**config.mk**
```make
export PLATFORM = sky130hd
export DESIGN_NAME = hazard_controller_flat
export DESIGN_NICKNAME = d
export VERILOG_FILES = /design/src/rtl/hazard_pkg.sv /design/src/rtl/hazard_controller_if.sv /design/src/rtl/hazard_perf_counters.sv /design/src/rtl/hazard_controller.sv /design/src/flat_wrapper.sv
export SDC_FILE = /design/constraint.sdc
export NUM_CORES = 1
export LEC_CHECK = 0
export ABC_CLOCK_PERIOD_IN_PS = 4200
export BUFFER_PORTS_ARGS = -buffer_cell sky130_fd_sc_hd__buf_2
export CAP_MARGIN = 20
export CELL_PAD_IN_SITES_DETAIL_PLACEMENT = 0
export CELL_PAD_IN_SITES_GLOBAL_PLACEMENT = 1
export CORE_UTILIZATION = 25
export DETAILED_ROUTE_END_ITERATION = 16
export MAX_ROUTING_LAYER = met4
export PLACE_DENSITY_LB_ADDON = 0.1
export SETUP_SLACK_MARGIN = 0.3
export SLEW_MARGIN = 25
export SYNTH_ARGS = -nofsm -noshare
export SYNTH_HDL_FRONTEND = slang
export SYNTH_SLANG_ARGS = --single-unit
```
**constraint.sdc**
```tcl
create_clock -name clk -period 4.2 [get_ports clk]
set_input_delay 1.05 -clock clk [delete_from_list [all_inputs] [get_ports clk]]
set_output_delay 1.05 -clock clk [all_outputs]
set_load 0.1 [all_outputs]
```
**src/rtl/hazard_pkg.sv**
```systemverilog
// Shared types and constants for the pipeline hazard controller.
package hazard_pkg;

    localparam int REG_IDX_W          = 5;
    localparam int DIV_MAX_CYCLES_DEF = 40;

    typedef enum logic {
        RUN      = 1'b0,
        DIV_WAIT = 1'b1
    } state_t;

    // Stage-control bundle in the order the pipeline consumes it.
    typedef struct packed {
        logic pc_write;
        logic if_id_write;
        logic if_id_flush;
        logic id_ex_write;
        logic id_ex_bubble;
        logic ex_mem_bubble;
        logic div_start;
    } ctrl_t;

    function automatic ctrl_t ctrl_normal();
        ctrl_t c;
        c = '0;
        c.pc_write    = 1'b1;
        c.if_id_write = 1'b1;
        c.id_ex_write = 1'b1;
        return c;
    endfunction

endpackage

```
**src/rtl/hazard_controller_if.sv**
```systemverilog
// ID-side hazard inputs and pipeline-control outputs of hazard_controller.
interface hazard_controller_if #(
    parameter int CNT_W = 32
);
    import hazard_pkg::*;

    logic [REG_IDX_W-1:0] id_rs1;
    logic [REG_IDX_W-1:0] id_rs2;
    logic                 id_uses_rs1;
    logic                 id_uses_rs2;
    logic                 ex_mem_read;
    logic [REG_IDX_W-1:0] ex_rd;
    logic                 ex_is_div;
    logic                 ex_branch_taken;
    logic                 div_done;

    logic                 pc_write;
    logic                 if_id_write;
    logic                 if_id_flush;
    logic                 id_ex_write;
    logic                 id_ex_bubble;
    logic                 ex_mem_bubble;
    logic                 div_start;
    logic                 div_timeout;
    logic [CNT_W-1:0]     load_stall_cnt;
    logic [CNT_W-1:0]     div_stall_cnt;
    logic [CNT_W-1:0]     flush_cnt;

    modport master (
        output id_rs1, id_rs2, id_uses_rs1, id_uses_rs2, ex_mem_read, ex_rd,
               ex_is_div, ex_branch_taken, div_done,
        input  pc_write, if_id_write, if_id_flush, id_ex_write, id_ex_bubble,
               ex_mem_bubble, div_start, div_timeout,
               load_stall_cnt, div_stall_cnt, flush_cnt
    );

    modport slave (
        input  id_rs1, id_rs2, id_uses_rs1, id_uses_rs2, ex_mem_read, ex_rd,
               ex_is_div, ex_branch_taken, div_done,
        output pc_write, if_id_write, if_id_flush, id_ex_write, id_ex_bubble,
               ex_mem_bubble, div_start, div_timeout,
               load_stall_cnt, div_stall_cnt, flush_cnt
    );

endinterface

```
**src/rtl/hazard_perf_counters.sv**
```systemverilog
// Three saturating event counters: [0] load-use stalls, [1] divide freeze cycles, [2] flushes.
module hazard_perf_counters #(
    parameter int CNT_W = 32
) (
    input  logic                  clk,
    input  logic                  rst_n,
    input  logic [2:0]            inc,
    output logic [2:0][CNT_W-1:0] cnt
);

    generate
        for (genvar gi = 0; gi < 3; gi++) begin : g_cnt
            logic [CNT_W-1:0] cnt_q;
            logic [CNT_W-1:0] cnt_d;

            always_comb begin
                cnt_d = cnt_q;
                if (inc[gi] && (cnt_q != {CNT_W{1'b1}})) begin
                    cnt_d = cnt_q + 1'b1;
                end
            end

            always_ff @(posedge clk or negedge rst_n) begin
                if (!rst_n) begin
                    cnt_q <= '0;
                end else begin
                    cnt_q <= cnt_d;
                end
            end

            assign cnt[gi] = cnt_q;
        end
    endgenerate

endmodule

```
**src/rtl/hazard_controller.sv**
```systemverilog
// Pipeline sequencing: load-use stalls, branch flushes and divider freeze/watchdog.
// Perf counters are built only when HAZARD_PERF_CNT_EN is defined; otherwise they read 0.
module hazard_controller
    import hazard_pkg::*;
#(
    parameter int DIV_MAX_CYCLES = DIV_MAX_CYCLES_DEF,
    parameter int CNT_W          = 32
) (
    input  logic              clk,
    input  logic              rst_n,
    hazard_controller_if.slave hz
);

    localparam int DCNT_W = (DIV_MAX_CYCLES > 2) ? $clog2(DIV_MAX_CYCLES) : 1;
    localparam logic [DCNT_W-1:0] DCNT_LAST = DCNT_W'(DIV_MAX_CYCLES - 1);

    state_t            state_q, state_d;
    logic [DCNT_W-1:0] cnt_q, cnt_d;
    logic              timeout_q, timeout_d;
    logic              load_use;
    ctrl_t             ctrl;

    assign load_use = hz.ex_mem_read && (hz.ex_rd != '0) &&
                      ((hz.id_uses_rs1 && (hz.ex_rd == hz.id_rs1)) ||
                       (hz.id_uses_rs2 && (hz.ex_rd == hz.id_rs2)));

    always_comb begin
        state_d   = state_q;
        cnt_d     = cnt_q;
        timeout_d = timeout_q;
        ctrl      = ctrl_normal();
        unique case (state_q)
            RUN: begin
                if (hz.ex_is_div) begin
                    ctrl.pc_write      = 1'b0;
                    ctrl.if_id_write   = 1'b0;
                    ctrl.id_ex_write   = 1'b0;
                    ctrl.ex_mem_bubble = 1'b1;
                    ctrl.div_start     = 1'b1;
                    cnt_d              = '0;
                    state_d            = DIV_WAIT;
                end else if (hz.ex_branch_taken) begin
                    ctrl.if_id_flush  = 1'b1;
                    ctrl.id_ex_bubble = 1'b1;
                end else if (load_use) begin
                    ctrl.pc_write     = 1'b0;
                    ctrl.if_id_write  = 1'b0;
                    ctrl.id_ex_bubble = 1'b1;
                end
            end
            DIV_WAIT: begin
                // Done wins over the watchdog when both land in the same cycle.
                if (hz.div_done) begin
                    state_d = RUN;
                end else if (cnt_q == DCNT_LAST) begin
                    timeout_d = 1'b1;
                    state_d   = RUN;
                end else begin
                    ctrl.pc_write      = 1'b0;
                    ctrl.if_id_write   = 1'b0;
                    ctrl.id_ex_write   = 1'b0;
                    ctrl.ex_mem_bubble = 1'b1;
                    cnt_d              = cnt_q + 1'b1;
                end
            end
            default: state_d = RUN;
        endcase
        // Outputs must show the neutral pattern for the whole time reset is held.
        if (!rst_n) begin
            ctrl = ctrl_normal();
        end
    end

    always_ff @(posedge clk or negedge rst_n) begin
        if (!rst_n) begin
            state_q   <= RUN;
            cnt_q     <= '0;
            timeout_q <= 1'b0;
        end else begin
            state_q   <= state_d;
            cnt_q     <= cnt_d;
            timeout_q <= timeout_d;
        end
    end

    assign hz.pc_write      = ctrl.pc_write;
    assign hz.if_id_write   = ctrl.if_id_write;
    assign hz.if_id_flush   = ctrl.if_id_flush;
    assign hz.id_ex_write   = ctrl.id_ex_write;
    assign hz.id_ex_bubble  = ctrl.id_ex_bubble;
    assign hz.ex_mem_bubble = ctrl.ex_mem_bubble;
    assign hz.div_start     = ctrl.div_start;
    assign hz.div_timeout   = timeout_q;

`ifdef HAZARD_PERF_CNT_EN
    logic [2:0]            perf_inc;
    logic [2:0][CNT_W-1:0] perf_cnt;

    // Rule-3 is the only case with PC held but ID/EX loading; a freeze holds ID/EX.
    assign perf_inc[0] = ~ctrl.pc_write & ctrl.id_ex_write;
    assign perf_inc[1] = ~ctrl.id_ex_write;
    assign perf_inc[2] = ctrl.if_id_flush;

    hazard_perf_counters #(
        .CNT_W (CNT_W)
    ) u_perf (
        .clk   (clk),
        .rst_n (rst_n),
        .inc   (perf_inc),
        .cnt   (perf_cnt)
    );

    assign hz.load_stall_cnt = perf_cnt[0];
    assign hz.div_stall_cnt  = perf_cnt[1];
    assign hz.flush_cnt      = perf_cnt[2];
`else
    assign hz.load_stall_cnt = {CNT_W{1'b0}};
    assign hz.div_stall_cnt  = {CNT_W{1'b0}};
    assign hz.flush_cnt      = {CNT_W{1'b0}};
`endif

endmodule

```
**src/flat_wrapper.sv**
```systemverilog
// flat-port wrapper written by rule: the top's interface ports become plain ports
module hazard_controller_flat import hazard_pkg::*;
#(
    parameter int DIV_MAX_CYCLES = DIV_MAX_CYCLES_DEF,
    parameter int CNT_W          = 32
)
  (clk, rst_n, hz_id_rs1, hz_id_rs2, hz_id_uses_rs1, hz_id_uses_rs2, hz_ex_mem_read, hz_ex_rd, hz_ex_is_div, hz_ex_branch_taken, hz_div_done, hz_pc_write, hz_if_id_write, hz_if_id_flush, hz_id_ex_write, hz_id_ex_bubble, hz_ex_mem_bubble, hz_div_start, hz_div_timeout, hz_load_stall_cnt, hz_div_stall_cnt, hz_flush_cnt);
  hazard_controller_if #(.CNT_W(CNT_W)) hz_i ();
  input  logic clk;
  input  logic rst_n;
  input wire logic [$bits(hz_i.id_rs1)-1:0] hz_id_rs1;
  input wire logic [$bits(hz_i.id_rs2)-1:0] hz_id_rs2;
  input wire logic [$bits(hz_i.id_uses_rs1)-1:0] hz_id_uses_rs1;
  input wire logic [$bits(hz_i.id_uses_rs2)-1:0] hz_id_uses_rs2;
  input wire logic [$bits(hz_i.ex_mem_read)-1:0] hz_ex_mem_read;
  input wire logic [$bits(hz_i.ex_rd)-1:0] hz_ex_rd;
  input wire logic [$bits(hz_i.ex_is_div)-1:0] hz_ex_is_div;
  input wire logic [$bits(hz_i.ex_branch_taken)-1:0] hz_ex_branch_taken;
  input wire logic [$bits(hz_i.div_done)-1:0] hz_div_done;
  output wire logic [$bits(hz_i.pc_write)-1:0] hz_pc_write;
  output wire logic [$bits(hz_i.if_id_write)-1:0] hz_if_id_write;
  output wire logic [$bits(hz_i.if_id_flush)-1:0] hz_if_id_flush;
  output wire logic [$bits(hz_i.id_ex_write)-1:0] hz_id_ex_write;
  output wire logic [$bits(hz_i.id_ex_bubble)-1:0] hz_id_ex_bubble;
  output wire logic [$bits(hz_i.ex_mem_bubble)-1:0] hz_ex_mem_bubble;
  output wire logic [$bits(hz_i.div_start)-1:0] hz_div_start;
  output wire logic [$bits(hz_i.div_timeout)-1:0] hz_div_timeout;
  output wire logic [$bits(hz_i.load_stall_cnt)-1:0] hz_load_stall_cnt;
  output wire logic [$bits(hz_i.div_stall_cnt)-1:0] hz_div_stall_cnt;
  output wire logic [$bits(hz_i.flush_cnt)-1:0] hz_flush_cnt;
  assign hz_i.id_rs1 = hz_id_rs1;
  assign hz_i.id_rs2 = hz_id_rs2;
  assign hz_i.id_uses_rs1 = hz_id_uses_rs1;
  assign hz_i.id_uses_rs2 = hz_id_uses_rs2;
  assign hz_i.ex_mem_read = hz_ex_mem_read;
  assign hz_i.ex_rd = hz_ex_rd;
  assign hz_i.ex_is_div = hz_ex_is_div;
  assign hz_i.ex_branch_taken = hz_ex_branch_taken;
  assign hz_i.div_done = hz_div_done;
  assign hz_pc_write = hz_i.pc_write;
  assign hz_if_id_write = hz_i.if_id_write;
  assign hz_if_id_flush = hz_i.if_id_flush;
  assign hz_id_ex_write = hz_i.id_ex_write;
  assign hz_id_ex_bubble = hz_i.id_ex_bubble;
  assign hz_ex_mem_bubble = hz_i.ex_mem_bubble;
  assign hz_div_start = hz_i.div_start;
  assign hz_div_timeout = hz_i.div_timeout;
  assign hz_load_stall_cnt = hz_i.load_stall_cnt;
  assign hz_div_stall_cnt = hz_i.div_stall_cnt;
  assign hz_flush_cnt = hz_i.flush_cnt;
  hazard_controller #(.DIV_MAX_CYCLES(DIV_MAX_CYCLES), .CNT_W(CNT_W)) u_core (.clk(clk), .rst_n(rst_n), .hz(hz_i));
endmodule
```
==> results_tabular.tex <==
\begin{tabular}{lr}
\hline
Metric & Value \\
\hline
\multicolumn{2}{l}{\textbf{Global routing}} \\
Vias in the first global route & $\sim$600 \\
Global-route wire length before repair & between 2000 and 3000 um \\
GRT Total Usage & $\sim$6.5\% \\
Pin count of the biggest net entering global routing & 15 \\
Antenna violations before repair & 0 \\
Total grt overflow & 0 \\
\multicolumn{2}{l}{\textbf{Power}} \\
Worst IR Drop VDD & 153 uV \\
Power spent charging and discharging nets & just under 0.5 mW \\
Comb power frac & 71.5\% \\
Part of the total power dissipated in sequential elements & between 10\% and 20\% \\
Power per cell area & $\sim$540 nW/um\^{}2 \\
Internal & $\sim$0.18 mW \\
Standby leakage power & between 0.7 and 0.8 nW \\
Clock power share & about 14\% \\
Switching share of total power & $\sim$73\% \\
Total power of the final layout & between 0.6 and 0.7 mW \\
\multicolumn{2}{l}{\textbf{Die}} \\
Chip width & 74.3 um \\
Total core area & about 5000 um\^{}2 \\
Die Y-Extent & 74.3 um \\
Row count & 25 \\
I/O pin count & around 130 \\
Starting density of the core & around a quarter \\
Die outline area & 5510 um\^{}2 \\
\multicolumn{2}{l}{\textbf{Critical path}} \\
Critical Path Source Type & primary input \\
Required @ worst endpoint & between 3000 and 4000 ps \\
Capturing point of the worst reg2reg path & u\_core.cnt\_q[2] \\
Most used cell along the critical path & sky130\_fd\_sc\_hd\_\_buf\_2 \\
Highest-delay cell along the critical path & sky130\_fd\_sc\_hd\_\_or4\_1 \\
Logic depth of the worst register-to-register path & 5 \\
Endpoint type of the worst setup path & output pin \\
CP max FO & 3 \\
Flop2flop setup slack & approximately 2800 ps \\
Arrival time of the worst setup path & 2570 ps \\
List of cells traversed by the critical path & buf\_2, or4\_1, o21a\_1, nand2\_2, a2bb2oi\_4, buf\_2 \\
Class of the most critical setup path & in -> out \\
Worst stage delay on the critical path & between 500 and 600 ps \\
Critical register-to-register path startpoint & u\_core.cnt\_q[0] \\
\multicolumn{2}{l}{\textbf{Synth}} \\
Number of unique standard cell types used by synthesis & 29 \\
Async SR Flop Fraction & 100\% \\
Yosys top cell by area & sky130\_fd\_sc\_hd\_\_buf\_4 \\
Number of flops mapped to enable cells by yosys & 0 \\
Syn avg cell area & between 8 and 9 um\^{}2 \\
Adder-cell share of the synthesized area & less than 1\% \\
Share of the synthesized area in compound gates (AO/OA/AOI/OAI) & roughly 6\% \\
Sequential share of the synthesized area & 15.3\% \\
Synthesis Warnings & 0 \\
Share of synthesized area spent on multiplexers & 0\% \\
Top FF cell, synth & sky130\_fd\_sc\_hd\_\_dfrtp\_1 \\
Fraction of synthesized cell area taken by the top area cell type & $\sim$56\% \\
Register bit total from synthesis & 8 \\
Largest family of logic cells by synthesized area & buffers and inverters \\
Xor and xnor area share after synthesis & about a tenth \\
Mapped Cells & 159 \\
Post-synthesis instance area & roughly 1300 um\^{}2 \\
Share of synthesized cell area in and, or, nand and nor gates & a little under an eighth \\
Largest cells by area after synthesis & sky130\_fd\_sc\_hd\_\_buf\_4 (56\%), sky130\_fd\_sc\_hd\_\_dfrtp\_1 (15\%), sky130\_fd\_sc\_hd\_\_xor2\_1 (8.1\%) \\
\multicolumn{2}{l}{\textbf{CTS}} \\
Reg clk slew, reported paths & around 40 ps \\
Worst skew pair latency & around 230 ps \\
Hold buffers post-CTS & 0 \\
Maximum clock insertion buffer count & 2 \\
Number of buffers inserted to repair setup after CTS & 0 \\
Cts bufs inserted & 3 \\
Root Buffer Master & sky130\_fd\_sc\_hd\_\_clkbuf\_8 \\
CTS tree & yes \\
Gates resized, CTS repair & 0 \\
H-tree depth & 1 \\
Number of sinks driven by the clock tree & 8 \\
\multicolumn{2}{l}{\textbf{Finish}} \\
Share of layout cells above drive strength 1 & 19.5\% \\
Diodes inserted & 0 \\
Leading cell type in the layout, fill and taps excluded & sky130\_fd\_sc\_hd\_\_conb\_1 \\
Final net count & between 200 and 250 \\
Synth-to-Final Area Change & -6.23\% \\
Most used cells in the layout excluding fill and tap cells & sky130\_fd\_sc\_hd\_\_conb\_1 (96), sky130\_fd\_sc\_hd\_\_buf\_2 (30), sky130\_fd\_sc\_hd\_\_xor2\_1 (12), sky130\_fd\_sc\_hd\_\_dfrtp\_1 (8), sky130\_fd\_sc\_hd\_\_nor2\_1 (5) \\
\multicolumn{2}{l}{\textbf{STA}} \\
Setup violation total in the final timing report & 0 \\
Max Fclk & 276 MHz \\
Setup repair after global routing missed its margin & no \\
Count of endpoints failing hold in the final timing report & 0 \\
Fin Setup TNS & 0 ps \\
Final Skew & between 4 and 5 ps \\
Count of final max-slew check failures & 0 \\
Final period utilization & $\sim$86\% \\
Post-route minimum period & around 3600 ps \\
\multicolumn{2}{l}{\textbf{Route}} \\
Drt initial violations & 5 \\
Total detailed-routing wirelength & roughly 2000 um \\
DRC violation count after routing & 0 \\
Post-detailed-route wirelength per cell & 7.61 um \\
Vias & 799 \\
Number of search-and-repair iterations in the first detailed-routing pass & 2 \\
Via density per instance & between 3 and 4 \\
Antenna Violating Nets Remaining & 0 \\
\multicolumn{2}{l}{\textbf{Place}} \\
DP Wirelength & $\sim$1700 um \\
Final weighted congestion in routability-driven placement & 0.641 \\
Buffers on Ports & 30 \\
\multicolumn{2}{l}{\textbf{Worst hold path}} \\
Hold Path Sink & u\_core.hz.div\_timeout \\
Min-Delay Path Depth & 1 \\
Hold path start & u\_core.hz.div\_timeout \\
Classification of the worst-slack hold path & reg -> reg \\
\multicolumn{2}{l}{\textbf{Job}} \\
Max Cap Viol & 0 \\
\multicolumn{2}{l}{\textbf{Status}} \\
Outcome & complete, no violations \\
\hline
\end{tabular}
==> power by group through the flow <==
stage	sequential, mW	clock [mW]	combinational [mW]
floorplan	0.0929	0	0.515
global placement	0.0954	0	0.470
detailed placement	0.0952	0	0.470
CTS	0.0941	0.0973	0.470
global route	0.0958	0.100	0.488
finish	0.0942	0.0934	0.471
==> registers in the layout (all words and copies together) (netlist names) <==
register	count
u_core.hz.div_timeout	1
u_core.cnt_q	6
u_core.state_q	1
==> cell usage after synthesis, types with 2 or more instances <==
cell type,n
sky130_fd_sc_hd__dfrtp_1,8
sky130_fd_sc_hd__nor2_1,5
sky130_fd_sc_hd__and2_1,3
sky130_fd_sc_hd__xor2_1,12
sky130_fd_sc_hd__nor4_1,2
sky130_fd_sc_hd__o211ai_1,2
sky130_fd_sc_hd__o21ai_0,2
sky130_fd_sc_hd__nand3_1,2
sky130_fd_sc_hd__xnor2_1,2
sky130_fd_sc_hd__buf_4,97
sky130_fd_sc_hd__nand4_1,2
sky130_fd_sc_hd__nor3b_1,2
sky130_fd_sc_hd__nand2_1,3
sky130_fd_sc_hd__nor2b_1,2
==> worst max path at each step <==
stage	slack, ps	start	cells past startpoint	endpoint
3_5_place_dp	570	hz_ex_rd[1]	6	hz_if_id_write
4_1_cts	560	hz_ex_rd[1]	6	hz_if_id_write
5_1_grt	540	hz_ex_rd[1]	6	hz_if_id_write
3_3_place_gp	590	hz_ex_rd[1]	6	hz_pc_write
6_report	580	hz_ex_rd[1]	6	hz_if_id_write
2_1_floorplan	370	hz_ex_rd[1]	5	hz_pc_write
==> through the flow <==
stage | area (um^2) | instances | setup WS, ps | hold slack (ps) | util [%]
final | 1220 | 257 | 578 | 457 | 25.1
after global routing | 1220 | 257 | 539 | 477 | 25.1
after CTS | 1220 | 257 | 561 | 470 | 25.1
after detailed placement | 1180 | 254 | 566 | 457 | 24.2
after global placement | 1180 | 254 | 587 | 441 | 24.2
after floorplan | 1680 | 254 | 369 | 479 | -
==> metal layers <==
layer / track usage [%] / wire length, um / vias up
li1: - / - / 379
met1: 6.39 / 732 / 342
met2: 11.7 / 1000 / 74
met3: 0.949 / 181 / 4
met4: 4.40 / 42 / 0
met5: - / 0 / -
==> cell families after synthesis <==
family | count (synthesis)
buffers and inverters | 98
and+or+nand+nor | 27
xor gates and xnor gates | 14
AOI/OAI and AO/OA | 10
DFF | 8
adders and majority gates | 1
other | 1
==> layout make-up <==
| type | instances | area (um^2) |
|---|---|---|
| inverters | 1 | 3.75 |
| clock buffers | 3 | 41.3 |
| multi-input cells | 148 | 744 |
| flip-flops and latches | 8 | 200 |
| well taps | 67 | 83.8 |
| repair buffers | 30 | 150 |
| fillers | 572 | 3660 |
==> worst max-delay path, delay by kind of cell <==
kind | cells | cell delay, ps
buf+inv | 2 | 550
compound gates | 2 | 340
simple gates | 2 | 620
No activity file was read; power rests on OpenSTA's default activity.
